$ cat config.mk
export PLATFORM = sky130hd
export DESIGN_NAME = ocx_tlx_credit_return_gen
export DESIGN_NICKNAME = d
export VERILOG_FILES = /design/src/rtl/ocx_tlx_credit_return_gen.sv
export SDC_FILE = /design/constraint.sdc
export NUM_CORES = 1
export LEC_CHECK = 0
export CAP_MARGIN = 25
export CORE_MARGIN = 2
export CORE_UTILIZATION = 40
export CTS_BUF_LIST = sky130_fd_sc_hd__clkbuf_4 sky130_fd_sc_hd__clkbuf_8
export DETAILED_ROUTE_END_ITERATION = 10
export PLACE_DENSITY_LB_ADDON = 0.3
export SLEW_MARGIN = 40
export SYNTH_ARGS = -nofsm -noshare
export SYNTH_HDL_FRONTEND = slang
export SYNTH_SLANG_ARGS = --single-unit
$ cat constraint.sdc
create_clock -name tlx_clk -period 8.71 [get_ports tlx_clk]
set_clock_uncertainty 0.1 [all_clocks]
set_input_delay 2.613 -clock tlx_clk [delete_from_list [all_inputs] [get_ports tlx_clk]]
set_output_delay 2.613 -clock tlx_clk [all_outputs]
set_load 0.05 [all_outputs]
$ cat src/rtl/ocx_tlx_credit_return_gen.sv
// TLX transmit-side credit return: accumulates freed receive credits and sends
// return_tl_credits control-slot packets to the framer over a req/gnt handshake.
module ocx_tlx_credit_return_gen #(
    parameter int INIT_VC0  = 16,
    parameter int INIT_VC1  = 16,
    parameter int INIT_DCP0 = 32,
    parameter int INIT_DCP1 = 32,
    parameter int THRESHOLD = 4,
    parameter int TIMEOUT   = 64
) (
    input  logic        tlx_clk,
    input  logic        reset_n,
    input  logic        link_up,
    input  logic        vc0_release,
    input  logic        vc1_release,
    input  logic        dcp0_release,
    input  logic        dcp1_release,
    output logic        credit_req,
    input  logic        credit_gnt,
    output logic [55:0] credit_pkt,
    output logic        credit_pkt_v,
    output logic        credit_ovf,
    output logic [1:0]  state_dbg
);

    // Handshake: credit_req stays high from the cycle after the trigger until
    // a cycle with credit_gnt=1 (packet taken) or link_up=0 (request withdrawn).
    // The packet appears on credit_pkt with credit_pkt_v the cycle after the grant.
    typedef enum logic [1:0] {
        IDLE = 2'd0,
        REQ  = 2'd1,
        SEND = 2'd2
    } state_t;

    localparam logic [7:0] TLIM = 8'(TIMEOUT - 1);
    localparam logic [7:0] THR  = 8'(THRESHOLD);

    state_t      state_q, state_d;
    logic [7:0]  acc_q [4];
    logic [7:0]  acc_d [4];
    logic [7:0]  snd   [4];
    logic [7:0]  timer_q, timer_d;
    logic        credit_req_q, credit_req_d;
    logic [55:0] credit_pkt_q, credit_pkt_d;
    logic        credit_pkt_v_q, credit_pkt_v_d;
    logic        credit_ovf_q, credit_ovf_d;
    logic [3:0]  rel;
    logic        grant;
    logic        any_nz;
    logic        over_thr;

    // Index order everywhere: 0=VC0, 1=VC1, 2=DCP0, 3=DCP1.
    always_comb begin
        rel      = {dcp1_release, dcp0_release, vc1_release, vc0_release};
        grant    = (state_q == REQ) && link_up && credit_gnt;
        any_nz   = 1'b0;
        over_thr = 1'b0;
        credit_ovf_d = credit_ovf_q;
        for (int i = 0; i < 4; i++) begin
            logic [7:0] fmax;
            logic [7:0] base;
            fmax   = (i < 2) ? 8'd15 : 8'd63;
            snd[i] = (acc_q[i] > fmax) ? fmax : acc_q[i];
            base   = grant ? (acc_q[i] - snd[i]) : acc_q[i];
            // A release landing on a grant cycle is added after the subtraction.
            if (rel[i]) begin
                if (base == 8'hFF) begin
                    credit_ovf_d = 1'b1;
                end else begin
                    base = base + 8'd1;
                end
            end
            acc_d[i] = base;
            any_nz   = any_nz | (acc_q[i] != 8'd0);
            over_thr = over_thr | (acc_q[i] >= THR);
        end
    end

    always_comb begin
        timer_d = timer_q;
        if (grant || !any_nz) begin
            timer_d = 8'd0;
        end else if ((state_q == IDLE) && link_up && (timer_q != TLIM)) begin
            timer_d = timer_q + 8'd1;
        end
    end

    always_comb begin
        state_d        = state_q;
        credit_pkt_d   = credit_pkt_q;
        credit_pkt_v_d = 1'b0;
        case (state_q)
            IDLE: begin
                if (link_up && (over_thr || ((timer_q == TLIM) && any_nz))) begin
                    state_d = REQ;
                end
            end
            REQ: begin
                if (!link_up) begin
                    state_d = IDLE;
                end else if (credit_gnt) begin
                    state_d        = SEND;
                    credit_pkt_v_d = 1'b1;
                    credit_pkt_d   = {12'd0, snd[3][5:0], snd[2][5:0], 16'd0,
                                      snd[1][3:0], snd[0][3:0], 8'h08};
                end
            end
            SEND: state_d = IDLE;
            default: state_d = IDLE;
        endcase
        credit_req_d = (state_d == REQ);
    end

    always_ff @(posedge tlx_clk) begin
        if (!reset_n) begin
            state_q        <= IDLE;
            acc_q[0]       <= 8'(INIT_VC0);
            acc_q[1]       <= 8'(INIT_VC1);
            acc_q[2]       <= 8'(INIT_DCP0);
            acc_q[3]       <= 8'(INIT_DCP1);
            timer_q        <= 8'd0;
            credit_req_q   <= 1'b0;
            credit_pkt_q   <= 56'd0;
            credit_pkt_v_q <= 1'b0;
            credit_ovf_q   <= 1'b0;
        end else begin
            state_q        <= state_d;
            for (int i = 0; i < 4; i++) acc_q[i] <= acc_d[i];
            timer_q        <= timer_d;
            credit_req_q   <= credit_req_d;
            credit_pkt_q   <= credit_pkt_d;
            credit_pkt_v_q <= credit_pkt_v_d;
            credit_ovf_q   <= credit_ovf_d;
        end
    end

    assign credit_req   = credit_req_q;
    assign credit_pkt   = credit_pkt_q;
    assign credit_pkt_v = credit_pkt_v_q;
    assign credit_ovf   = credit_ovf_q;
    assign state_dbg    = state_q;

endmodule
==> report_table.html <==
<table>
<tr><th>Metric</th><th>Value</th></tr>
<tr><th colspan="2">Run status</th></tr>
<tr><td>Status</td><td>completed</td></tr>
<tr><th colspan="2">Flow run</th></tr>
<tr><td>Max Cap Viol</td><td>0</td></tr>
<tr><th colspan="2">GRT</th></tr>
<tr><td>Largest net degree at the start of global routing</td><td>57</td></tr>
<tr><td>Global-route wire length before repair</td><td>18900 µm</td></tr>
<tr><td>GRT overflow</td><td>0</td></tr>
<tr><td>Number of antenna violations at the first check in global routing</td><td>0</td></tr>
<tr><td>Vias in the first global route</td><td>between 3000 and 4000</td></tr>
<tr><td>All-layer global routing usage</td><td>between 10% and 20%</td></tr>
<tr><th colspan="2">Logic synthesis</th></tr>
<tr><td>Post-synthesis share of cell area spent on xor and xnor gates</td><td>1.87%</td></tr>
<tr><td>Total of warnings raised by yosys</td><td>0</td></tr>
<tr><td>Synthesized-area fraction occupied by ao, oa, aoi and oai cells</td><td>between 20 and 25%</td></tr>
<tr><td>Number of enable flip-flop cells after synthesis</td><td>0</td></tr>
<tr><td>Distinct cells, synth</td><td>91</td></tr>
<tr><td>Largest family of logic cells by synthesized area</td><td>simple AND/OR/NAND/NOR gates</td></tr>
<tr><td>Simple-gate share of the synthesized area</td><td>30.7%</td></tr>
<tr><td>Leading post-synthesis cells by instance count</td><td>sky130_fd_sc_hd__dfxtp_1 (66), sky130_fd_sc_hd__nand2_1 (54), sky130_fd_sc_hd__nor2_1 (52)</td></tr>
<tr><td>Most repeated cell in the gate-level netlist after synthesis</td><td>sky130_fd_sc_hd__dfxtp_1</td></tr>
<tr><td>Mapped cell area</td><td>about 0.0046 mm²</td></tr>
<tr><td>Multiplexer fraction of the synthesized cell area</td><td>4.04%</td></tr>
<tr><td>Leading cell types by total area after synthesis</td><td>sky130_fd_sc_hd__dfxtp_1 (29%), sky130_fd_sc_hd__buf_4 (5.7%), sky130_fd_sc_hd__nand2_1 (4.4%)</td></tr>
<tr><td>Primary flip-flop cell chosen by synthesis mapping</td><td>sky130_fd_sc_hd__dfxtp_1</td></tr>
<tr><td>Cell type contributing the most total cell area after synthesis</td><td>sky130_fd_sc_hd__dfxtp_1</td></tr>
<tr><td>Share of the synthesized area in the top cell type</td><td>28.7%</td></tr>
<tr><td>Post-synthesis adder-cell area fraction</td><td>under 10%</td></tr>
<tr><td>Number of synthesized register bits</td><td>66</td></tr>
<tr><td>Count of mapped cells out of synthesis</td><td>569</td></tr>
<tr><td>Sequential fraction of the synthesis area</td><td>between 20% and 30%</td></tr>
<tr><td>Asr flop ratio synth</td><td>0%</td></tr>
<tr><td>Avg Synthesized Cell Area</td><td>between 8 and 9 µm²</td></tr>
<tr><th colspan="2">Detailed routing</th></tr>
<tr><td>Total via count after detailed routing</td><td>between 4000 and 5000</td></tr>
<tr><td>Violation count after the first detailed-routing iteration</td><td>332</td></tr>
<tr><td>Number of iterations in the first detailed-routing pass</td><td>5</td></tr>
<tr><td>Wire length per cell</td><td>about 15 µm</td></tr>
<tr><td>Wire length reported by the detailed router</td><td>11100 µm</td></tr>
<tr><td>Count of nets left with antenna violations after detail routing</td><td>0</td></tr>
<tr><td>Vias per Instance</td><td>around 5.6</td></tr>
<tr><td>DRC violation count after routing</td><td>0</td></tr>
<tr><th colspan="2">Min path</th></tr>
<tr><td>Hold Crit Class</td><td>register to register</td></tr>
<tr><td>Instance count along the most critical hold path</td><td>2</td></tr>
<tr><td>Startpoint of the most critical hold path</td><td>credit_pkt[3]</td></tr>
<tr><th colspan="2">CTS</th></tr>
<tr><td>CTS resizes</td><td>0</td></tr>
<tr><td>Clock tree from TritonCTS</td><td>built</td></tr>
<tr><td>TritonCTS Buffers</td><td>9</td></tr>
<tr><td>CTS H-tree lvls</td><td>3</td></tr>
<tr><td>Number of hold buffers added after CTS</td><td>0</td></tr>
<tr><td>CTS clock-pin slew for the worst setup and hold paths</td><td>about 0.08 ns</td></tr>
<tr><td>Number of buffers added for setup after CTS</td><td>0</td></tr>
<tr><td>Clk_lat worst skew</td><td>around 0.36 ns</td></tr>
<tr><td>Clock Root Buffer</td><td>sky130_fd_sc_hd__clkbuf_8</td></tr>
<tr><td>Buffer depth of the longest clock path</td><td>2</td></tr>
<tr><td>Clk sink count</td><td>between 60 and 70</td></tr>
<tr><th colspan="2">STA</th></tr>
<tr><td>Total count of hold-check failures in the final report</td><td>0</td></tr>
<tr><td>Post-route setup slack</td><td>~3.4 ns</td></tr>
<tr><td>Setup Total Neg Slack</td><td>0 ns</td></tr>
<tr><td>Relative slew slack</td><td>53.5%</td></tr>
<tr><td>Tcrit/Tclk final</td><td>between 60% and 70%</td></tr>
<tr><td>Max Clock Freq</td><td>approximately 190 MHz</td></tr>
<tr><td>Final count of pins violating max slew</td><td>0</td></tr>
<tr><td>Setup violation total in the final timing report</td><td>0</td></tr>
<tr><td>Final period demand of the worst path</td><td>about 5.3 ns</td></tr>
<tr><td>Setup repair after global routing missed its margin</td><td>no</td></tr>
<tr><td>Worst Max-Slew Pin Slew</td><td>~0.7 ns</td></tr>
<tr><th colspan="2">Worst setup path</th></tr>
<tr><td>First element of the critical path</td><td>link_up</td></tr>
<tr><td>Largest fanout of any net on the critical path</td><td>between 50 and 60</td></tr>
<tr><td>Required arrival time at the worst endpoint</td><td>8.91 ns</td></tr>
<tr><td>Startpoint types</td><td>input pin</td></tr>
<tr><td>Crit Path Category</td><td>input pin to register</td></tr>
<tr><td>Worst path arrival time</td><td>around 5.5 ns</td></tr>
<tr><td>Type of element capturing the critical path</td><td>register</td></tr>
<tr><td>Number of cell instances on the worst register-to-register path</td><td>9</td></tr>
<tr><td>Origin of the critical flop-to-flop path</td><td>acc_q[0][5]</td></tr>
<tr><th colspan="2">Floorplan</th></tr>
<tr><td>Num rows</td><td>39</td></tr>
<tr><td>I/O Pins</td><td>just under 70</td></tr>
<tr><td>Area of the die</td><td>about 0.012 mm²</td></tr>
<tr><td>Die boundary height</td><td>between 100 and 150 µm</td></tr>
<tr><td>Total core area</td><td>0.0113 mm²</td></tr>
<tr><td>Initial core utilization</td><td>about two fifths</td></tr>
<tr><td>Horizontal die dimension</td><td>approximately 110 µm</td></tr>
<tr><th colspan="2">Layout</th></tr>
<tr><td># fillers</td><td>approximately 1200</td></tr>
<tr><td>Number of nets at the end of the flow</td><td>about 600</td></tr>
<tr><td>Share of final-layout standard cells stronger than drive strength 1</td><td>11.2%</td></tr>
<tr><td>Number of antenna diodes</td><td>0</td></tr>
<tr><td>Area Growth Syn to Fin</td><td>10.2%</td></tr>
<tr><th colspan="2">Placement</th></tr>
<tr><td>Final weighted congestion in routability-driven placement</td><td>about 0.93</td></tr>
<tr><td>Post-Place Setup Slack</td><td>3.02 ns</td></tr>
<tr><td>PortBufs</td><td>33</td></tr>
<tr><td>Half-perimeter wire length of the detailed placement result</td><td>roughly 7700 µm</td></tr>
<tr><th colspan="2">Power and ir drop</th></tr>
<tr><td>Maximum resistive drop on vdd</td><td>roughly 0.093 mV</td></tr>
<tr><td>Power Total</td><td>747 µW</td></tr>
<tr><td>Pwr per Cell Area</td><td>147 mW/mm²</td></tr>
<tr><td>Standby leakage power</td><td>roughly 0.0018 µW</td></tr>
</table>
## path summary, 6_finish.rpt
path	endpoint	slack, ns
setup / recovery	acc_q[2][6]	3.38
hold reg to reg	credit_pkt[3]	0.39
setup reg to reg	acc_q[0][2]	5.59
hold / removal	credit_pkt[3]	0.39
## per-layer routing
layer	up-vias	global-route usage, %	part of all wire [%]
met5	-	0	0
met4	0	6.58	1.7
met3	16	4.46	5.1
met2	108	29.9	48
met1	1922	23.7	46
li1	2055	-	-
## logic make-up (layout without fill, tap and decap cells)
| group | Yosys count | in the layout |
|---|---|---|
| AND/OR/NAND/NOR | 257 | 257 |
| AO/OA/AOI/OAI | 131 | 131 |
| buffers and inverters | 79 | 63 |
| flip-flops | 66 | 66 |
| multiplexers | 17 | 17 |
| adder cells (fa/ha/maj) | 9 | 9 |
| XOR/XNOR | 9 | 9 |
| other | 1 | 35 |
## registers in the layout, indices dropped and copies added (netlist names)
| signal | cells |
|---|---|
| acc_q | 32 |
| credit_pkt | 21 |
| timer_q | 8 |
| state_dbg | 2 |
| credit_ovf | 1 |
| credit_pkt_v | 1 |
| credit_req | 1 |
## cell type report
class                      instances  area [µm²]  area share, %
sequential                        66        1320           26.0
tap                              143         179           3.52
clock buffer                       9         124           2.44
inverter                          10        37.5          0.739
timing repair buffer              37         360           7.10
multi-input combinational        458        2960           58.2
clock inverter                     7         101           2.00
## worst max-delay path, stage by stage
cell,delay [ns]
sky130_fd_sc_hd__clkdlybuf4s50_1,0.51
sky130_fd_sc_hd__and4b_2,0.22
sky130_fd_sc_hd__buf_4,0.45
sky130_fd_sc_hd__nand2_1,0.10
sky130_fd_sc_hd__o21ai_1,0.24
sky130_fd_sc_hd__ha_1,0.22
sky130_fd_sc_hd__and2_1,0.19
sky130_fd_sc_hd__o221ai_1,0.19
sky130_fd_sc_hd__nor4_1,0.36
sky130_fd_sc_hd__mux2_1,0.35
sky130_fd_sc_hd__nor2_1,0.08
## per-stage QoR
stage / cells / util, % / hold WS [ns] / cell area, µm²
2_1_floorplan: 603 / - / 0.372 / 4740
3_3_place_gp: 714 / 42.8 / 0.354 / 4850
5_1_grt: 730 / 44.9 / 0.435 / 5080
3_5_place_dp: 714 / 42.8 / 0.365 / 4850
6_report: 730 / 44.9 / 0.386 / 5080
4_1_cts: 730 / 44.8 / 0.386 / 5070
## where the power goes
part	total, µW	internal, µW	switching (µW)
logic	122	34.4	87.5
registers	326	312	14.3
clock network	299	163	136
## placed cells by master, fill, tap and decap left out, drive strengths merged, types with 11 or more instances in the layout
cell type	synthesis	layout
dfxtp	66	66
nand2	54	54
nor2	52	52
conb	1	35
nor3	35	35
clkdlybuf4s50	0	33
a21oi	27	27
o21ai	22	22
nand3	18	18
nor4	18	18
a211oi	15	15
mux2i	14	14
and3	13	13
nand4	11	11
inv	9	11
No activity file was read; power rests on OpenSTA's default activity.
